### src/rtl/cello_func_pkg.sv
// Shared types and constants for the Cello truth-table function blocks.
package cello_func_pkg;

    typedef enum logic {
        EVAL = 1'b0,
        PROG = 1'b1
    } state_e;

    localparam logic [15:0] TT_0x0026 = 16'h0026;
    localparam logic [15:0] TT_ZERO   = 16'h0000;

    function automatic int tt_width(input int n);
        return 32'd1 << n;
    endfunction

endpackage

### src/rtl/cello_settle_cnt.sv
// Stable-input detector and settle down-counter; settled_o marks a cycle where
// the sampled vector has held long enough for the function output to update.
module cello_settle_cnt
    import cello_func_pkg::*;
#(
    parameter int N_IN          = 4,
    parameter int SETTLE_CYCLES = 3,
    parameter int CNT_W         = 2
) (
    input  logic            clk_i,
    input  logic            rst_i,
    input  logic            reload_i,
    input  logic [N_IN-1:0] in_vec_i,
    output logic [N_IN-1:0] in_q_o,
    output logic            restart_o,
    output logic            settled_o
);

    localparam logic [CNT_W-1:0] CNT_INIT = CNT_W'(SETTLE_CYCLES);

    logic [N_IN-1:0]  in_q;
    logic [CNT_W-1:0] cnt_q;

    // Compare the live vector with the sampled one and flag a completed settle
    always_comb begin
        restart_o = (in_vec_i != in_q);
        if (reload_i) begin
            settled_o = 1'b0;
        end else begin
            settled_o = !restart_o && (cnt_q == {CNT_W{1'b0}});
        end
    end

    // Sample the vector every cycle; any change or a reload restarts the count
    always_ff @(posedge clk_i or posedge rst_i) begin
        if (rst_i) begin
            in_q  <= {N_IN{1'b0}};
            cnt_q <= CNT_INIT;
        end else begin
            in_q <= in_vec_i;
            if (reload_i || restart_o) begin
                cnt_q <= CNT_INIT;
            end else if (cnt_q != {CNT_W{1'b0}}) begin
                cnt_q <= cnt_q - CNT_W'(1);
            end else begin
                cnt_q <= cnt_q;
            end
        end
    end

    assign in_q_o = in_q;

endmodule

### src/rtl/cello_tt_func_seq.sv
// Clocked N-input Boolean function from a reprogrammable truth table, with a
// settle delay that filters input glitches and a serial table-load port.
module cello_tt_func_seq
    import cello_func_pkg::*;
#(
    parameter int                          N_IN          = 4,
    parameter logic [tt_width(N_IN)-1:0]   TABLE_INIT    = TT_0x0026,
    parameter int                          SETTLE_CYCLES = 3
) (
    input  logic            clk,
    input  logic            rst,
    input  logic [N_IN-1:0] in_vec,
    input  logic            prog_en,
    input  logic            prog_valid,
    input  logic            prog_bit,
    output logic            prog_busy,
    output logic            prog_done,
    output logic            prog_err,
    output logic            out,
    output logic            out_valid,
    output logic            out_change
);

    localparam int TW    = tt_width(N_IN);
    localparam int BCW   = N_IN + 1;
    localparam int CNT_W = (SETTLE_CYCLES < 1) ? 1 : $clog2(SETTLE_CYCLES + 1);

    state_e          state_q;
    logic [TW-1:0]   table_q;
    logic [TW-1:0]   shadow_q;
    logic [BCW-1:0]  bit_cnt_q;
    logic            arm_q;
    logic            prog_busy_q;
    logic            prog_done_q;
    logic            prog_err_q;
    logic            out_q;
    logic            out_valid_q;
    logic            out_change_q;

    logic [N_IN-1:0] in_q_s;
    logic            restart_s;
    logic            settled_s;
    logic            reload_s;
    logic            tt_bit_s;

    // Hold the settle counter at its reload value while programming
    always_comb begin
        reload_s = (state_q == PROG);
        tt_bit_s = table_q[in_q_s];
    end

    cello_settle_cnt #(
        .N_IN          (N_IN),
        .SETTLE_CYCLES (SETTLE_CYCLES),
        .CNT_W         (CNT_W)
    ) u_settle (
        .clk_i     (clk),
        .rst_i     (rst),
        .reload_i  (reload_s),
        .in_vec_i  (in_vec),
        .in_q_o    (in_q_s),
        .restart_o (restart_s),
        .settled_o (settled_s)
    );

    // Mode FSM: evaluation with registered outputs, and serial table programming
    always_ff @(posedge clk or posedge rst) begin
        if (rst) begin
            state_q      <= EVAL;
            table_q      <= TABLE_INIT;
            shadow_q     <= {TW{1'b0}};
            bit_cnt_q    <= {BCW{1'b0}};
            arm_q        <= 1'b1;
            prog_busy_q  <= 1'b0;
            prog_done_q  <= 1'b0;
            prog_err_q   <= 1'b0;
            out_q        <= 1'b0;
            out_valid_q  <= 1'b0;
            out_change_q <= 1'b0;
        end else begin
            prog_done_q  <= 1'b0;
            prog_err_q   <= 1'b0;
            out_change_q <= 1'b0;
            case (state_q)
                EVAL: begin
                    if (prog_en && arm_q) begin
                        state_q     <= PROG;
                        prog_busy_q <= 1'b1;
                        out_valid_q <= 1'b0;
                        bit_cnt_q   <= {BCW{1'b0}};
                        arm_q       <= 1'b0;
                    end else begin
                        arm_q <= arm_q | ~prog_en;
                        if (restart_s) begin
                            out_valid_q <= 1'b0;
                        end else if (settled_s) begin
                            out_q        <= tt_bit_s;
                            out_valid_q  <= 1'b1;
                            out_change_q <= (tt_bit_s != out_q);
                        end else begin
                            out_valid_q <= out_valid_q;
                        end
                    end
                end
                PROG: begin
                    // A full table commits even if prog_en is still high; re-arm needs prog_en low
                    arm_q <= arm_q | ~prog_en;
                    if (bit_cnt_q == BCW'(TW)) begin
                        table_q     <= shadow_q;
                        prog_done_q <= 1'b1;
                        prog_busy_q <= 1'b0;
                        state_q     <= EVAL;
                    end else if (!prog_en) begin
                        prog_err_q  <= 1'b1;
                        prog_busy_q <= 1'b0;
                        state_q     <= EVAL;
                    end else if (prog_valid) begin
                        shadow_q  <= {shadow_q[TW-2:0], prog_bit};
                        bit_cnt_q <= bit_cnt_q + BCW'(1);
                    end else begin
                        bit_cnt_q <= bit_cnt_q;
                    end
                end
                default: begin
                    state_q     <= EVAL;
                    prog_busy_q <= 1'b0;
                end
            endcase
        end
    end

    assign prog_busy  = prog_busy_q;
    assign prog_done  = prog_done_q;
    assign prog_err   = prog_err_q;
    assign out        = out_q;
    assign out_valid  = out_valid_q;
    assign out_change = out_change_q;

endmodule

### config.mk
export PLATFORM = sky130hd
export DESIGN_NAME = cello_tt_func_seq
export DESIGN_NICKNAME = d
export VERILOG_FILES = /design/src/rtl/cello_func_pkg.sv /design/src/rtl/cello_settle_cnt.sv /design/src/rtl/cello_tt_func_seq.sv
export SDC_FILE = /design/constraint.sdc
export NUM_CORES = 1
export LEC_CHECK = 0
export ABC_AREA = 1
export CORE_ASPECT_RATIO = 1.1
export CORE_MARGIN = 2
export CORE_UTILIZATION = 58
export DETAILED_ROUTE_END_ITERATION = 6
export MAX_ROUTING_LAYER = met4
export PLACE_DENSITY = 0.79
export SYNTH_ARGS = -nofsm -noshare
export SYNTH_HDL_FRONTEND = slang
export SYNTH_HIERARCHICAL = 1
export SYNTH_SLANG_ARGS = --single-unit
### constraint.sdc
create_clock -name clk -period 4.36 [get_ports clk]
set_clock_uncertainty 0.1 [all_clocks]
set_input_delay 0.872 -clock clk [delete_from_list [all_inputs] [get_ports clk]]
set_output_delay 0.872 -clock clk [all_outputs]
set_load 0.02 [all_outputs]
==> results of run 1 <==
==> through the flow <==
stage / power, mW / instance area (µm²)
after floorplan: 0.6627 / 2311
after global placement: 0.6970 / 2486
after detailed placement: 0.7057 / 2486
after CTS: 0.9699 / 2575
after global routing: 1.017 / 2575
final: 0.9607 / 2575
==> path summary, 6_finish.rpt <==
kind,to,depth (start not counted)
min,table_q[12],2
max,out,1
max reg2reg,prog_busy,6
min reg2reg,table_q[12],2
min in group asynchronous,u_settle/in_q_o[0],2
max in group asynchronous,prog_busy,3
==> power by group <==
part	leakage [nW]	switching (mW)	internal, mW	total (mW)
clock	0.0402	0.154	0.112	0.266
sequential	0.639	0.0413	0.531	0.573
combinational	0.602	0.0733	0.0486	0.122
==> routing by layer <==
layer | up-vias | share of wire (%) | global-route usage, %
li1 | 871 | - | -
met3 | 6 | 2.8 | 4.509
met2 | 22 | 50 | 33.80
met5 | - | 0 | -
met1 | 793 | 46 | 23.54
met4 | 0 | 1.5 | 7.329
==> final cells by class <==
cell class | count | area share, %
Clock buffer | 5 | 2.672
Clock inverter | 3 | 0.7775
Inverter | 50 | 7.289
Multi-Input combinational cell | 163 | 31.15
Sequential cell | 51 | 49.85
Tap cell | 52 | 2.527
Timing Repair Buffer | 15 | 5.734
==> sequential cells by signal (all words and copies together), names as in the netlist <==
register and flops:
shadow_q 16, table_q 16, bit_cnt_q 5, u_settle/in_q_o 4, u_settle/cnt_q 2, arm_q 1, out 1, out_change 1
out_valid 1, prog_busy 1, prog_done 1, prog_err 1, reload_s 1
==> cells by family after synthesis <==
group | after synthesis | synth area share [%]
simple gates | 115 | 22.69
buf+inv | 57 | 9.745
flops | 51 | 55.55
compound gates | 44 | 10.02
fa+ha+maj | 3 | 1.624
xor+xnor | 1 | 0.3791
==> layout by cell type (no fill, tap or decap), drive strengths merged <==
master	Yosys	final
nand2	66	66
inv	49	48
dfrtp	45	45
o21ai	30	30
nand3	22	22
nor2	22	22
clkdlybuf4s50	0	14
a21oi	11	11
dfstp	6	6
clkbuf	0	5
ha	3	3
clkinv	1	3
clkinvlp	0	2
nand4	2	2
o22a	1	1
and3	1	1
o21bai	1	1
nor3	1	1
nand3b	1	1
a31oi	1	1
buf	7	1
xor2	1	1
==> metrics.md, run 1 <==
| Metric | Value |
|---|---|
| Outcome | `finished, final reports clean` |
| Slew Limit Fails | `0` |
| Number of global-route vias before repair | `around 1600` |
| Util after Layout | `approximately two thirds` |
| Placed cells | `331` |
| Critical path launch point | `out` |
| Worst r2r src | `bit_cnt_q[0]` |
| Setup Total Neg Slack | `0 ps` |
| Setup WS pre-CTS | `1813 ps` |
| Netlist cell types | `27` |
| Kind of critical path | `register to output port` |
| Pwr dens | `between 300 and 400 nW/µm²` |
| Crit path max-delay family | `buffers and inverters` |
| Seq/Total Area, Yosys | `a little under three fifths` |
| Fillers | `329` |
| CTS resizes | `0` |
| H-tree levels | `2` |
| IO Port Bufs | `14` |
| Antenna-violating nets left | `0` |
| Num CTS Buffers | `5` |
| Clk_lat worst skew | `310 ps` |
| CP cell instances | `clkdlybuf4s50_1` |
| Core Region | `3904 µm²` |
| DR DRC count | `0` |
| Drt initial violations | `73` |
| Top cells by area, synth | `dfrtp_1 (49%), nand2_1 (10%), inv_1 (7.8%)` |
| Die area | `4506 µm²` |
| Max-cap viol count | `0` |
| Worst setup EP type | `output port` |
| HPWL Detailed | `between 2000 and 3000 µm` |
| Initial DRT Pass Iterations | `4` |
| R2R setup slack | `2470 ps` |
| Diodes inserted | `0` |
| Die H | `70.20 µm` |
| Total track usage | `between 20 and 25%` |
| Vias | `~1700` |
| Initial antenna violation count | `0` |
| Fin cells | `339` |
| First-pass GRT wire length | `6851 µm` |
| # setup viols final | `0` |
| Ys async rst share | `100.0%` |
| Mapped Nets | `283` |
| CP Max Fanout | `3` |
| Fin crit period | `roughly 2300 ps` |
| Worst slew pin tran | `approximately 610 ps` |
| Number of flops mapped to enable cells by yosys | `0` |
| Avg Cell Area, Syn | `8.528 µm²` |
| Worst setup margin | `2074 ps` |
| Post-Synthesis Cells | `271` |
| Layout area overhead | `11.42%` |
| Tcrit/Tclk final | `between 50% and 60%` |
| Root buf cell | `clkbuf_8` |
| WP data arrival | `~1300 ps` |
| Achievable clock frequency | `0.4374 GHz` |
| Clk slew on worst S/H paths | `90 ps` |
| Largest net degree at the start of global routing | `46` |
| Most used standard cell by instance count after synthesis | `nand2_1` |
| Maximum vdd ir drop | `slightly below 0.3 mV` |
| Startpoint Class | `register` |
| Remaining Overflow, GRT | `0` |
| Area leader, netlist | `dfrtp_1` |
| Synth cell count leaders | `nand2_1 (64), inv_1 (48), dfrtp_1 (45), o21ai_0 (29), nand3_1 (20)` |
| Footprint of the multi-input gates | `802.0 µm²` |
| Flops & latches, synth | `slightly above 50` |
| CTS tree | `yes` |
| Layout Nets | `298` |
| Type of the worst min-delay path | `register to register` |
| Cell row count | `24` |
| Slowest stage delay, CP | `610 ps` |
| Cell Area, Synth | `2311 µm²` |
| Die Wd | `approximately 64 µm` |
| Synth top area share | `48.73%` |
| Hold buffer count at CTS | `0` |
| DR WL/cell | `11.68 µm` |
| Sink Count | `51` |
| Clock tree buffer depth | `2` |
| Reg area | `1284 µm²` |
| Pleak | `~1.3 nW` |
| Required time of the worst setup path | `3390 ps` |
| Slew Limit Headroom | `between 50% and 60%` |
| Post-CTS Setup Inserts | `0` |
| Slowest cell on the critical path | `clkdlybuf4s50_1` |
| YS warnings | `6` |
| Fin Hold WS | `389.0 ps` |
| Hold path start | `shadow_q[12]` |
| RePlAce Congestion | `0.8275` |
| RSZ-0062 raised after global routing | `false` |
| Final wirelength | `just under 4000 µm` |
| Starting density of the core | `59.20%` |
| Hold Vio Cnt, Final | `0` |
| Layout cells sized above 1 | `9.059%` |
| CP Buf/Inv Count | `1` |
| Via density | `around 5.0` |
| Ys flop type | `dfrtp_1` |
| I/O pin total | `15` |
(Power assumes the default switching activity.)
==> run 2: changes to the inputs <==
clock period = 2.2 ns   (was 4.36 ns; I/O delays follow)
==> metrics.md, run 2 (synthesis gave the netlist of run 1 again) <==
| Metric | Value |
|---|---|
| Layout Nets | `301 (+1.0%)` |
| Antenna-violating nets left | `0 (unchanged)` |
| Clock tree buffer depth | `2 (unchanged)` |
| Type of the worst min-delay path | `input port to async pin` |
| RePlAce Congestion | `0.8069 (-2.5%)` |
| Int Power | `1.440 mW (+110%)` |
| Post-CTS Setup Inserts | `0 (unchanged)` |
| Kind of critical path | `register to output port` |
| Vias | `1712 (+1.2%)` |
| Hold Vio Cnt, Final | `0 (unchanged)` |
| Achievable clock frequency | `0.5419 GHz` |
| Sink Count | `51 (unchanged)` |
| Die H | `70.20 µm (unchanged)` |
| Cell row count | `24 (unchanged)` |
| Initial DRT Pass Iterations | `5 (+1)` |
| Sw Pwr | `0.5252 mW (+95%)` |
| CP Buf/Inv Count | `1 (unchanged)` |
| Via density | `5.006 (+0.29%)` |
| HPWL Detailed | `2720 µm (about the same)` |
| Clk_lat worst skew | `310 ps (about the same)` |
| Number of global-route vias before repair | `1666 (+1.8%)` |
| Fin crit period | `around 1800 ps` |
| H-tree levels | `2 (unchanged)` |
| Slowest stage delay, CP | `620 ps (about the same)` |
| Hold buffer count at CTS | `0 (unchanged)` |
| Slew Limit Fails | `0 (unchanged)` |
| Pleak | `1.310 nW (+2.3%)` |
| DR WL/cell | `11.39 µm (-2.5%)` |
| Max-cap viol count | `0 (unchanged)` |
| Clock share of power | `29.8% (+2.1 points)` |
| Layout cells sized above 1 | `10.00% (+0.94 points)` |
| CP cell instances | `clkdlybuf4s50_1` |
| Die area | `4506 µm² (unchanged)` |
| Outcome | `finished, final reports clean` |
| DR DRC count | `0 (unchanged)` |
| Largest net degree at the start of global routing | `46 (unchanged)` |
| First-pass GRT wire length | `7148 µm (+4.3%)` |
| Reg area | `1284 µm² (unchanged)` |
| Placed cells | `334 (+0.91%)` |
| Starting density of the core | `59.20% (unchanged)` |
| Comb pwr share | `12.5% (-0.2 points)` |
| Fin cells | `342 (+0.88%)` |
| Net Sw Frac | `26.72% (-1.3 points)` |
| Num CTS Buffers | `5 (unchanged)` |
| Initial antenna violation count | `0 (unchanged)` |
| Fillers | `322 (-2.1%)` |
| CTS resizes | `0 (unchanged)` |
| Post-DP Area | `2521 µm² (+1.4%)` |
| Util after Layout | `67.24% (+1.3 points)` |
| Pwr dens | `748.7 nW/µm² (+100%)` |
| Tcrit/Tclk final | `about 84%` |
| Fin Hold WS | `280.6 ps (-108.4 ps)` |
| Root buf cell | `clkbuf_8` |
| RSZ-0062 raised after global routing | `false` |
| Setup Total Neg Slack | `0 ps (unchanged)` |
| Slew Limit Headroom | `75.12% (+16 points)` |
| Final Power | `1.965 mW (+100%)` |
| Required time of the worst setup path | `1660 ps (-1730 ps)` |
| Worst setup margin | `354.7 ps (-1719 ps)` |
| Diodes inserted | `0 (unchanged)` |
| Setup WS pre-CTS | `169.4 ps (-1644 ps)` |
| Drt initial violations | `120 (+64%)` |
| Most frequent cells in the layout | `nand2_1 (64), inv_1 (47), dfrtp_1 (45)` |
| Maximum vdd ir drop | `0.5361 mV (+80%)` |
| Worst slew pin tran | `373.1 ps (-238.8 ps)` |
| Seq pwr share | `57.6% (-2.0 points)` |
| Cell area after layout | `2625 µm² (+1.9%)` |
| IO Port Bufs | `14 (unchanged)` |
| Slowest cell on the critical path | `clkdlybuf4s50_1` |
| Largest regs | `shadow_q x16, table_q x16, bit_cnt_q x5` |
| Total track usage | `20.78% (+0.73 points)` |
| Clk slew on worst S/H paths | `80 ps (about the same)` |
| Startpoint Class | `register` |
| Remaining Overflow, GRT | `0 (unchanged)` |
| CP Max Fanout | `3 (unchanged)` |
| Worst setup EP type | `output port` |
| Die Wd | `64.19 µm (unchanged)` |
| Final wirelength | `3895 µm (-1.7%)` |
| WP data arrival | `1310 ps (about the same)` |
| Crit path max-delay family | `buffers and inverters` |
| I/O pin total | `15 (unchanged)` |
| Footprint of the multi-input gates | `802.0 µm² (unchanged)` |
| # setup viols final | `0 (unchanged)` |
| Core Region | `3904 µm² (unchanged)` |
| Commonest non-fill, non-tap cell in the layout | `nand2_1` |
| Layout area overhead | `13.59%` |
| CTS tree | `yes` |
-- run 2: cell count changes in the layout (fill, tap and decap cells not counted) --
cell        previous run  this run
clkinvlp_4             2         1
clkinv_2               1         0
buf_4                  1         3
clkbuf_8               5         7
buf_12                 0         1
-- run 2: final timing paths --
| path | endpoint | start | depth (start not counted) | slack, ps |
|---|---|---|---|---|
| max | out | out | 1 | 350 |
| min reg2reg | table_q[6] | shadow_q[6] | 2 | 380 |
| min | u_settle/in_q_o[0] | rst | 2 | 280 |
| min in group clk | table_q[6] | shadow_q[6] | 2 | 380 |
| max in group asynchronous | table_q[1] | rst | 3 | 1330 |
| max reg2reg | out | u_settle/in_q_o[0] | 10 | 500 |
-- run 2: power by group through the flow --
stage	clock network (mW)	logic, mW	registers, mW
after floorplan	0	0.179	1.13
after global placement	0	0.237	1.15
after detailed placement	0	0.249	1.15
after CTS	0.602	0.251	1.13
after global routing	0.627	0.289	1.15
final	0.586	0.246	1.13
-- run 2: metal layers --
| layer | GRT usage [%] | up-vias | part of all wire [%] |
|---|---|---|---|
| met5 | - | - | 0 |
| met4 | 8.747 | 0 | 2.0 |
| met3 | 4.187 | 9 | 2.9 |
| met2 | 32.41 | 21 | 48 |
| met1 | 26.68 | 807 | 47 |
| li1 | - | 875 | - |
-- run 2: final cells by class --
class	count	area share, %
inverter	50	7.150
sequential	51	48.90
multi-input combinational	163	30.55
tap	52	2.479
clock buffer	7	3.670
clock inverter	1	0.2860
timing repair buffer	18	6.959
-- run 2: worst register-to-register path: cells and delay by family, from the launching register on --
family                 cells  cell delay, ps
AOI/OAI and AO/OA          1             130
and+or+nand+nor            7             650
DFF                        1             570
buffers and inverters      2             180
==> run 3: changes to the inputs <==
CORE_UTILIZATION = 52   (was 58)
PLACE_DENSITY = 0.75   (was 0.79)
clock period = 1.5 ns   (was 2.2 ns; I/O delays follow)
==> metrics.md, run 3 (synthesis gave the netlist of run 1 again) <==
| Metric | Value |
|---|---|
| Core Region | `4285 µm² (+9.8%)` |
| Achievable clock frequency | `0.6676 GHz` |
| # setup viols final | `0 (unchanged)` |
| Clk slew on worst S/H paths | `90 ps (about the same)` |
| Fin cells | `367 (+7.3%)` |
| Total track usage | `20.53% (-0.26 points)` |
| Seq pwr share | `53.3% (-4.3 points)` |
| Hold buffer count at CTS | `0 (unchanged)` |
| Die Wd | `67.56 µm (+5.3%)` |
| Sw Pwr | `0.8268 mW (+57%)` |
| Comb pwr share | `16.2% (+3.7 points)` |
| Max-cap viol count | `0 (unchanged)` |
| Drt initial violations | `138 (+15%)` |
| CTS tree | `yes` |
| Clk_lat worst skew | `300 ps (about the same)` |
| Vias | `1804 (+5.4%)` |
| Net Sw Frac | `26.65% (-0.072 points)` |
| Slew Limit Headroom | `68.35% (-6.8 points)` |
| Initial DRT Pass Iterations | `4 (-1)` |
| Layout Nets | `324 (+7.6%)` |
| Worst slew pin tran | `471.9 ps (+98.76 ps)` |
| Fin Hold WS | `147.8 ps (-132.7 ps)` |
| H-tree levels | `2 (unchanged)` |
| Cell row count | `25 (+4.2%)` |
| I/O pin total | `15 (unchanged)` |
| Type of the worst min-delay path | `input port to async pin` |
| Final wirelength | `4352 µm (+12%)` |
| Num CTS Buffers | `5 (unchanged)` |
| Diodes inserted | `0 (unchanged)` |
| Largest regs | `shadow_q x16, table_q x16, bit_cnt_q x5` |
| Placed cells | `352 (+5.4%)` |
| Outcome | `finished, final reports clean` |
| Initial antenna violation count | `0 (unchanged)` |
| RSZ-0062 raised after global routing | `true` |
| Final Power | `3.102 mW (+58%)` |
| Layout cells sized above 1 | `21.09% (+11 points)` |
| Layout area overhead | `24.85%` |
| Tcrit/Tclk final | `roughly 100%` |
| Commonest non-fill, non-tap cell in the layout | `nand2_1` |
| Clock tree buffer depth | `2 (unchanged)` |
| Pleak | `1.480 nW (+13%)` |
| Post-DP Area | `2669 µm² (+5.9%)` |
| Sink Count | `51 (unchanged)` |
| Antenna-violating nets left | `0 (unchanged)` |
| CP Max Fanout | `3 (unchanged)` |
| DR DRC count | `0 (unchanged)` |
| RePlAce Congestion | `0.7929 (-1.7%)` |
| Slowest stage delay, CP | `400 ps (-220 ps)` |
| Worst setup EP type | `register` |
| Int Power | `2.275 mW (+58%)` |
| HPWL Detailed | `2994 µm (+10%)` |
| Largest net degree at the start of global routing | `34 (-26%)` |
| Hold Vio Cnt, Final | `0 (unchanged)` |
| WP data arrival | `1620 ps (+310 ps)` |
| Die H | `73.92 µm (+5.3%)` |
| Cell area after layout | `2885 µm² (+9.9%)` |
| Startpoint Class | `register` |
| Pwr dens | `1075 nW/µm² (+44%)` |
| Slowest cell on the critical path | `dfrtp_1` |
| Slew Limit Fails | `0 (unchanged)` |
| First-pass GRT wire length | `7314 µm (+2.3%)` |
| Fin crit period | `~1500 ps` |
| Maximum vdd ir drop | `0.6766 mV (+26%)` |
| DR WL/cell | `11.86 µm (+4.1%)` |
| Clock share of power | `30.5% (+0.7 points)` |
| Remaining Overflow, GRT | `0 (unchanged)` |
| CP cell instances | `nand2_1 > nand2_1 > nor2_2 > nand3_2 > nor2_2 > nand3b_1 > inv_2 > nor2_1 > a31oi_1` |
| Starting density of the core | `53.93% (-5.3 points)` |
| Die area | `4994 µm² (+11%)` |
| Via density | `4.916 (-1.8%)` |
| Number of global-route vias before repair | `1629 (-2.2%)` |
| IO Port Bufs | `14 (unchanged)` |
| Root buf cell | `clkbuf_8` |
| Kind of critical path | `register to register` |
| Most frequent cells in the layout | `nand2_1 (63), inv_1 (44), dfrtp_1 (44)` |
| Worst setup margin | `2.048 ps (-352.6 ps)` |
| Required time of the worst setup path | `1620 ps (-40 ps)` |
| Setup WS pre-CTS | `-397.3 ps (-566.6 ps)` |
[run 3: final timing paths]
kind,start,to,slack [ps],cells past startpoint
worst max register to register,u_settle/in_q_o[3],out,2,9
worst min register to register,shadow_q[6],table_q[6],390,2
min in group clk,in_vec[1],u_settle/in_q_o[1],170,1
worst min-delay path,rst,u_settle/in_q_o[3],150,2
max in group asynchronous,rst,table_q[1],630,3
worst max-delay path,u_settle/in_q_o[3],out,2,9
[run 3: what timing repair did]
action | CTS | global route
gates resized for setup | 13 | 17
cloned | 0 | 0
endpoints found under the setup margin | 17 | 36
pin swaps | 5 | 9
buffers inserted | 5 | 4
[run 3: area by class of cell]
class	count	area, µm²
clock buffer	5	68.82
multi-input combinational	163	860.8
tap	54	67.56
fill	336	1400
clock inverter	3	43.79
sequential	51	1285
timing repair buffer	41	371.6
inverter	50	187.7
[run 3: through the flow]
stage	TNS [ps]	util (%)
detailed placement	-3872	62.28
finish	0	67.33
global placement	-3461	62.28
CTS	-4.832	65.72
floorplan	0	-
global route	-189.5	67.33
[run 3: power by group through the flow]
stage,sequential (mW),clock (mW),combinational (mW)
6_report,1.65,0.945,0.503
5_1_grt,1.68,1.03,0.573
4_1_cts,1.65,0.969,0.456
3_5_place_dp,1.68,0,0.438
3_3_place_gp,1.67,0,0.422
2_1_floorplan,1.66,0,0.262
[run 3: metal layers]
| metal | routed length [µm] | GRT usage (%) | part of all wire, % | up-vias |
|---|---|---|---|---|
| met5 | 0 | - | 0 | - |
| met4 | 53 | 8.390 | 1.2 | 0 |
| met3 | 102 | 6.126 | 2.3 | 4 |
| met2 | 2180 | 29.41 | 50 | 26 |
| met1 | 2016 | 27.20 | 46 | 846 |
| li1 | - | - | - | 928 |
[run 3: critical path, delay by kind of cell (launching register included)]
family,cells,cell delay (ps)
simple gates,7,680
flops,1,400
compound gates,1,150
buf+inv,1,80
